`config.mk`:
```
export PLATFORM = sky130hd
export DESIGN_NAME = memory_led_panel
export DESIGN_NICKNAME = d
export VERILOG_FILES = /design/src/rtl/memory_led_panel.sv
export SDC_FILE = /design/constraint.sdc
export NUM_CORES = 2
export LEC_CHECK = 0
export CAP_MARGIN = 30
export CORE_MARGIN = 1
export CORE_UTILIZATION = 40
export DETAILED_ROUTE_END_ITERATION = 12
export GPL_TIMING_DRIVEN = 0
export MAX_ROUTING_LAYER = met4
export SYNTH_ARGS = -nofsm -noshare
export SYNTH_HDL_FRONTEND = slang
export SYNTH_SLANG_ARGS = --single-unit
```
`constraint.sdc`:
```
create_clock -name clock -period 3.4 [get_ports clock]
set_clock_uncertainty 0.1 [all_clocks]
set_input_delay 0.68 -clock clock [delete_from_list [all_inputs] [get_ports clock]]
set_output_delay 0.68 -clock clock [all_outputs]
set_load 0.05 [all_outputs]
```
`src/rtl/memory_led_panel.sv`:
```
`default_nettype none
// ============================================================================
//  Module      : memory_led_panel
//  Description : Bus slave for the CPU6 byte bus combining a 2**RAM_AW-byte
//                block RAM and a write/readable 8-bit LED latch behind one
//                shared address / write-data / write-enable bus and a
//                single read-data return path.
//  Ports       : clock     - system clock, all state is posedge clocked
//                reset     - synchronous active-high reset
//                address   - 16-bit CPU byte address
//                write_en  - write data_in to the decoded target this edge
//                data_in   - 8-bit CPU-to-slave write data
//                data_out  - 8-bit slave-to-CPU read data, one-cycle latency
//                leds      - LED latch, bit 7 = LED1 ... bit 0 = LED8, 1 = lit
//  Revision    : 1.0 - initial release
// ============================================================================
module memory_led_panel #(
    parameter logic [15:0] RAM_BASE  = 16'h0000,
    parameter int          RAM_AW    = 8,
    parameter logic [15:0] LED_ADDR  = 16'hF110,
    parameter string       INIT_FILE = ""
) (
    input  logic        clock,
    input  logic        reset,
    input  logic [15:0] address,
    input  logic        write_en,
    input  logic [7:0]  data_in,
    output logic [7:0]  data_out,
    output logic [7:0]  leds
);

    localparam int          c_DEPTH     = 1 << RAM_AW;
    localparam logic [16:0] c_DEPTH_17  = 17'(c_DEPTH);

    // Read-source select for the registered read path.
    localparam logic [1:0]  c_SRC_ZERO  = 2'd0;
    localparam logic [1:0]  c_SRC_RAM   = 2'd1;
    localparam logic [1:0]  c_SRC_LED   = 2'd2;

    // LED offset from RAM_BASE, computed with a spare bit so a LED_ADDR below
    // RAM_BASE shows up as negative rather than wrapping into the window.
    localparam logic [16:0] c_LED_OFF   = {1'b0, LED_ADDR} - {1'b0, RAM_BASE};

    // ------------------------------------------------------------------------
    // Elaboration-time parameter checks
    // ------------------------------------------------------------------------
    if (!c_LED_OFF[16] && (c_LED_OFF < c_DEPTH_17)) begin : g_led_in_ram
        $error("memory_led_panel: LED_ADDR lies inside the RAM window");
    end

    if ((RAM_AW < 1) || (RAM_AW > 16)) begin : g_bad_aw
        $error("memory_led_panel: RAM_AW must be in 1..16");
    end

    if (INIT_FILE != "") begin : g_init_note
        $warning("memory_led_panel: INIT_FILE preload must be applied by the memory-initialisation step of the build flow");
    end

    // ------------------------------------------------------------------------
    // Address decode
    // ------------------------------------------------------------------------
    logic [16:0]        w_off_full;
    logic [RAM_AW-1:0]  w_ram_off;
    logic               w_ram_hit;
    logic               w_led_hit;

    // Subtract with a borrow bit: an address below RAM_BASE sets bit 16 and is
    // therefore never a hit, so the window cannot alias onto low addresses.
    assign w_off_full = {1'b0, address} - {1'b0, RAM_BASE};
    assign w_ram_hit  = !w_off_full[16] && (w_off_full < c_DEPTH_17);
    assign w_ram_off  = w_off_full[RAM_AW-1:0];
    assign w_led_hit  = (address == LED_ADDR);

    // ------------------------------------------------------------------------
    // RAM array: one synchronous write port, one synchronous read port, no
    // reset on the array or the raw read register so it maps onto EBR.
    // ------------------------------------------------------------------------
    logic [7:0] r_mem [0:c_DEPTH-1];
    logic [7:0] r_ram_q;

    always_ff @(posedge clock) begin
        if (write_en && w_ram_hit && !reset) begin
            r_mem[w_ram_off] <= data_in;
        end
    end

    // Reading the array in its own block gives read-before-write: the old
    // byte is captured on the same edge that stores the new one.
    always_ff @(posedge clock) begin
        r_ram_q <= r_mem[w_ram_off];
    end

    // ------------------------------------------------------------------------
    // LED latch and read-path select
    // ------------------------------------------------------------------------
    logic [7:0] r_leds;
    logic [7:0] r_led_q;
    logic [1:0] r_src;

    always_ff @(posedge clock) begin
        if (reset) begin
            r_leds  <= 8'h00;
            r_led_q <= 8'h00;
            r_src   <= c_SRC_ZERO;
        end else begin
            if (write_en && w_led_hit) begin
                r_leds <= data_in;
            end
            // Captures the pre-write latch value on a same-edge write+read.
            r_led_q <= r_leds;
            if (w_ram_hit) begin
                r_src <= c_SRC_RAM;
            end else if (w_led_hit) begin
                r_src <= c_SRC_LED;
            end else begin
                r_src <= c_SRC_ZERO;
            end
        end
    end

    // The unresettable RAM read register is masked by the select, which is
    // what makes data_out read zero after reset.
    logic [7:0] w_data_out;

    always_comb begin
        w_data_out = 8'h00;
        case (r_src)
            c_SRC_RAM: w_data_out = r_ram_q;
            c_SRC_LED: w_data_out = r_led_q;
            default:   w_data_out = 8'h00;
        endcase
    end

    assign data_out = w_data_out;
    assign leds     = r_leds;

endmodule
`default_nettype wire

```
Word-level counts from Yosys, hierarchy flattened

Memory sizes are Yosys's and may differ from the RTL's. A register that Yosys moved wholly into a read port is not among the register bits.
Cells that the tools add are included.

Bits in registers: 18
Memory bits (writable): 2048
Input bits: 27
Memories kept: 1

Order comparisons: 1
Equal/unequal tests: 3
Multiplexer cells: 5
Reduce and logical (&&, ||, !) cells: 5

Memories:

| name  | words | bits a word | read ports | clocked after memory_dff | write ports | RTL line | source |
|---|---|---|---|---|---|---|---|
| r_mem | 256   | 8           | 1          | 1                        | 1           | 78       | `logic [7:0] r_mem [0:c_DEPTH-1];` |

Operator list:

| operator                                            | number |
|---|---|
| == test 16 bit, second input constant               | 1 |
| < comparator 16 x 9 -> 1 bit, second input constant | 1 |
| one-hot mux 8 bit (2 select lines)                  | 1 |
| logical AND 1 bit                                   | 3 |
| two-way mux 1 bit                                   | 3 |
| == test 2 x 1 -> 1 bit, second input constant       | 1 |
| == test 2 bit, second input constant                | 1 |
| two-way mux 2 bit                                   | 1 |
| OR reduction 2 bit                                  | 1 |
| logical NOT 1 bit                                   | 1 |

Logic depth before layout (Yosys ltp)

Depth in word-level cells: 5
Depth in mapped cells: 9
Mapped depth without buffers: 5

Least setup slack after synthesis

No wires, ideal clock.

Path type: input to register
From: in address[0]
To: mem r_mem[117][0] (enable)
Setup time: 0.370 ns
Arrival: 2.557 ns
Required time: 2.930 ns
Path slack: 0.372 ns
Stages: 9
Buffers on the path: 5
Cells stage by stage: clkbuf_1 > buf_6 > buf_6 > buf_2 > inv_1 > nor3_1 > nand2_1 > clkbuf_1 > nor2_1

Word-level cells in the longest chain between the ends: 5

RTL lines:

| item                                    | RTL line | source |
|---|---|---|
| start, declared                         | 25       | `input logic [15:0] address,` |
| < comparator 16 x 9 -> 1 bit            | 70       | `assign w_ram_hit = !w_off_full[16] && (w_off_full < c_DEPTH_17);` |
| logical AND 1 bit (2 in series)         | 82       | `if (write_en && w_ram_hit && !reset) begin` |
| two-way mux 1 bit                       | 82       |  |
| two-way mux 1 bit (not written as such) | 83       | `r_mem[w_ram_off] <= data_in;` |
| end, declared                           | 78       |  |

Parallel ways exist; a longest one is shown, timed or not.

==> impl_results.rst <==
.. list-table::
   :header-rows: 1

   * - Metric
     - Value
   * - Critical path launch point type
     - input port
   * - Start-to-end type of the worst setup path
     - input port to register
   * - Post-layout net count
     - 3958
   * - Fraction of layout instances using a drive strength above 1
     - 30.25%
   * - Number of buffers created by CTS
     - 200
   * - Total iterations of the first detailed-routing run
     - 6
   * - Biggest cell delay along the critical path
     - 0.55 ns
   * - Most numerous cell in the Yosys netlist
     - edfxtp_1
   * - Endpoint required time on the critical path
     - 3.88 ns
   * - Largest area contributor in the netlist
     - edfxtp_1
   * - Vias after detailed routing
     - 39900
   * - Full die area
     - 199400 µm²
   * - Non-filler cells, final
     - 6730
   * - Post-synthesis instance area
     - 79060 µm²
   * - FF-to-FF Start
     - r_mem[175][7]
   * - Routability cong.
     - 0.9745
   * - Initial core utilization
     - 40.42%
   * - Total area of sequential cells
     - 62020 µm²
   * - EDFF count, synth
     - 2048
   * - Sequential cell area fraction in the yosys report
     - 78.45%
   * - IO buf count
     - 39
   * - Count of boundary I/O pins
     - 43
   * - Worst endpoint data arrival time
     - 4.03 ns
   * - # DRC
     - 0
   * - Number of levels in the clock H-tree
     - 4
   * - Post-Syn Nets
     - 3637
   * - Proportion of synthesized flip-flops having asynchronous set or reset
     - 0%
   * - Final setup violating endpoints
     - 16
   * - Avg Inst Size Synth
     - 21.91 µm²
   * - Violations in the final reports
     - negative setup slack
   * - Global-route wire length before repair
     - 310.5 mm
   * - Max IR drop VDD
     - 0.4616 mV
   * - Clock slew at the register clock pins of the worst setup and hold paths
     - 0.06 ns
   * - Clock Tree Buf Depth
     - 3
   * - Critical Path End Type
     - register
   * - Synth cell types
     - 28
   * - Synthesized netlist cell count
     - 3608
   * - Number of pins exceeding their max-slew limit in the final report
     - 0
   * - Post-DR wirelength/cell
     - 33.25 µm
   * - Power density normalized to cell area
     - 569.0 nW/µm²
   * - Placement Rows
     - 162
   * - Number of cells on the worst reg-to-reg path
     - 5
   * - Ys Warns
     - 0
   * - Setup repair after global routing missed its margin
     - true
   * - Area delta synth->final
     - 16.89%
   * - Number of cells after detailed placement
     - 6313
   * - Post-Layout Inst Area
     - 92410 µm²
   * - Area fraction of the dominant cell type after synthesis
     - 77.79%
   * - Cell at the root of the clock tree
     - clkbuf_16
   * - Remaining antenna violation count after routing
     - 0
   * - Fillers
     - 15860
   * - Biggest area contributors in the synthesized netlist
     - edfxtp_1 (78%), mux4_2 (15%), a22oi_1 (2.5%)
   * - Worst path buffer plus inverter count
     - 3
   * - Cell count of the worst hold path
     - 2
   * - Placeable Area
     - 195600 µm²
   * - Shortest clock period the worst path allows after layout
     - 3.547 ns
   * - Top flip-flop cell by instance count after synthesis
     - edfxtp_1
   * - Post-DP HPWL
     - 144.7 mm
   * - Hold Fails Final Rpt
     - 0
   * - Overall die width
     - 446.6 µm
   * - End of the worst register-to-register path
     - r_ram_q[7]
   * - Cell types with the highest counts after synthesis
     - edfxtp_1 (2048), mux4_2 (512), nor2_1 (278), a22oi_1 (264), clkbuf_1 (155)
   * - Grt total ovfl
     - 0
   * - CTS hold repair buffers
     - 0
   * - Placement Cell Area
     - 83720 µm²
   * - GRT Total Usage
     - 23.20%
   * - Pre-CTS setup slack
     - -2.531 ns
   * - TritonCTS sink count
     - 2074
   * - Max-cap violation count
     - 0
   * - Via count normalized by instance count
     - 5.929
   * - Die height
     - 446.6 µm
   * - Vias in the first global route
     - 39370
   * - Period utilization
     - 104.3%
   * - Latest clock arrival within the worst-skew pair
     - 0.86 ns
   * - Hold Path Class
     - input port to register
   * - Post-route worst setup slack
     - -0.1465 ns
   * - Final Util
     - 47.24%
   * - Highest fanout seen on the critical path
     - 10
   * - Number of synthesized register bits
     - 2074
   * - Detailed router's first-iteration violation count
     - 5664
   * - Detailed Route WL
     - 223.7 mm
   * - Minimum hold slack
     - 0.1244 ns
   * - P_leak
     - 27.74 nW
   * - Worst-case headroom to the max-slew limit
     - 29.71%
   * - WHS Endpoint
     - r_led_q[5]
   * - Source of the worst hold timing path
     - reset
   * - Status
     - finished with violations
   * - Worst setup slack for register-to-register paths
     - 0.51 ns
   * - Multi-input gate area
     - 17390 µm²
   * - Fmax
     - 282.0 MHz
   * - Top cell family by delay on the critical path
     - compound AO/OA/AOI/OAI gates
   * - Highest-delay cell along the critical path
     - mux4_2
   * - Clock tree from TritonCTS
     - yes
   * - Cell breakdown of the critical path
     - clkbuf_1 -> buf_4 -> buf_2 -> mux4_2 -> a22oi_1 -> a21oi_2 -> o41ai_2 -> nand4_1
   * - Least-Margin Pin Slew
     - 1.054 ns
   * - Largest net degree at the start of global routing
     - 147
   * - Antenna violations before repair
     - 6
-- cell usage in the layout, fill, tap and decap left out, types with 9 or more instances in the layout --
cell and instances:
edfxtp_1 2048, mux4_2 512, a22oi_1 257, clkbuf_16 202
clkbuf_1 150, nor2_4 142, a21oi_1 106, nor2_1 95
clkinv_1 49, nor2_2 41, buf_2 38, clkbuf_2 37
clkinv_2 37, buf_12 30, buf_8 28, dfxtp_1 26
o41ai_1 25, buf_16 23, a21oi_2 22, clkdlybuf4s50_1 22
buf_4 17, buf_6 16, bufinv_16 16, nor2b_1 15
clkbuf_8 15, nand2_1 15, nand2_2 12, nand4_1 10
clkbuf_4 9
-- through the flow --
step,total power (W),TNS (ns)
after floorplan,0.02982,0
after global placement,0.03132,-
after detailed placement,0.03110,-3930.65
after CTS,0.05277,-6.403
after global routing,0.05383,-1.296
final,0.05258,-0.8563
-- power by group --
part | leakage, nW | internal [W] | switching (W) | total (W)
clock network | 3.13 | 0.0123 | 0.00969 | 0.0219
logic | 6.01 | 0.000826 | 0.00171 | 0.00254
registers | 18.6 | 0.0281 | 0.00000450 | 0.0281
-- how the worst max path moves through the flow --
stage                    end       start  slack (ns)  cells past startpoint
2_1_floorplan  r_mem[117][0]  address[0]        0.37                      9
3_3_place_gp   r_mem[120][1]  data_in[1]       -6.68                      1
3_5_place_dp   r_mem[144][1]  address[3]       -2.53                      9
4_1_cts        r_mem[180][7]  address[7]       -0.12                      5
5_1_grt           r_ram_q[7]  address[5]       -0.08                      7
6_report          r_ram_q[7]  address[0]       -0.15                      8
-- routing by layer --
metal  vias up  part of all wire [%]  track usage [%]
li1      15980                     -                -
met3       404                   9.2            4.973
met5         -                     0                -
met1     21560                    39            30.84
met2      1963                    47            35.17
met4         0                   4.2            8.831
-- state kept, by name, summed over array words and instances, names as in the netlist --
register / cells
r_mem: 2048
r_ram_q: 8
r_led_q: 8
r_src: 2
leds: 8
-- area by class of cell --
type	instances	share of cell area (%)
Sequential cell	2074	67.11
Timing Repair Buffer	123	2.214
Antenna cell	4	0.01083
Clock buffer	254	5.729
Buffer	227	1.331
Clock inverter	121	1.215
Tap cell	2624	3.553
Inverter	4	0.01625
Multi-Input combinational cell	1299	18.82
-- logic make-up (layout without fill, tap and decap cells) --
| kind of cell | Yosys count | in the layout | share of synthesized area [%] |
|---|---|---|---|
| other | 0 | 4 | 0 |
| buffers and inverters | 235 | 729 | 1.333 |
| DFF | 2074 | 2074 | 78.45 |
| and+or+nand+nor | 353 | 353 | 1.828 |
| AOI/OAI and AO/OA | 424 | 424 | 3.672 |
| adders and majority gates | 2 | 2 | 0.03165 |
| muxes | 520 | 520 | 14.69 |
-- timing repair --
| item | in CTS | in global routing |
|---|---|---|
| setup buffers | 35 | 0 |
| pin swaps | 39 | 0 |
| endpoints found under the setup margin | 2064 | 545 |
| resized for setup | 411 | 70 |
Note: power is estimated with default switching activity, not from simulation.
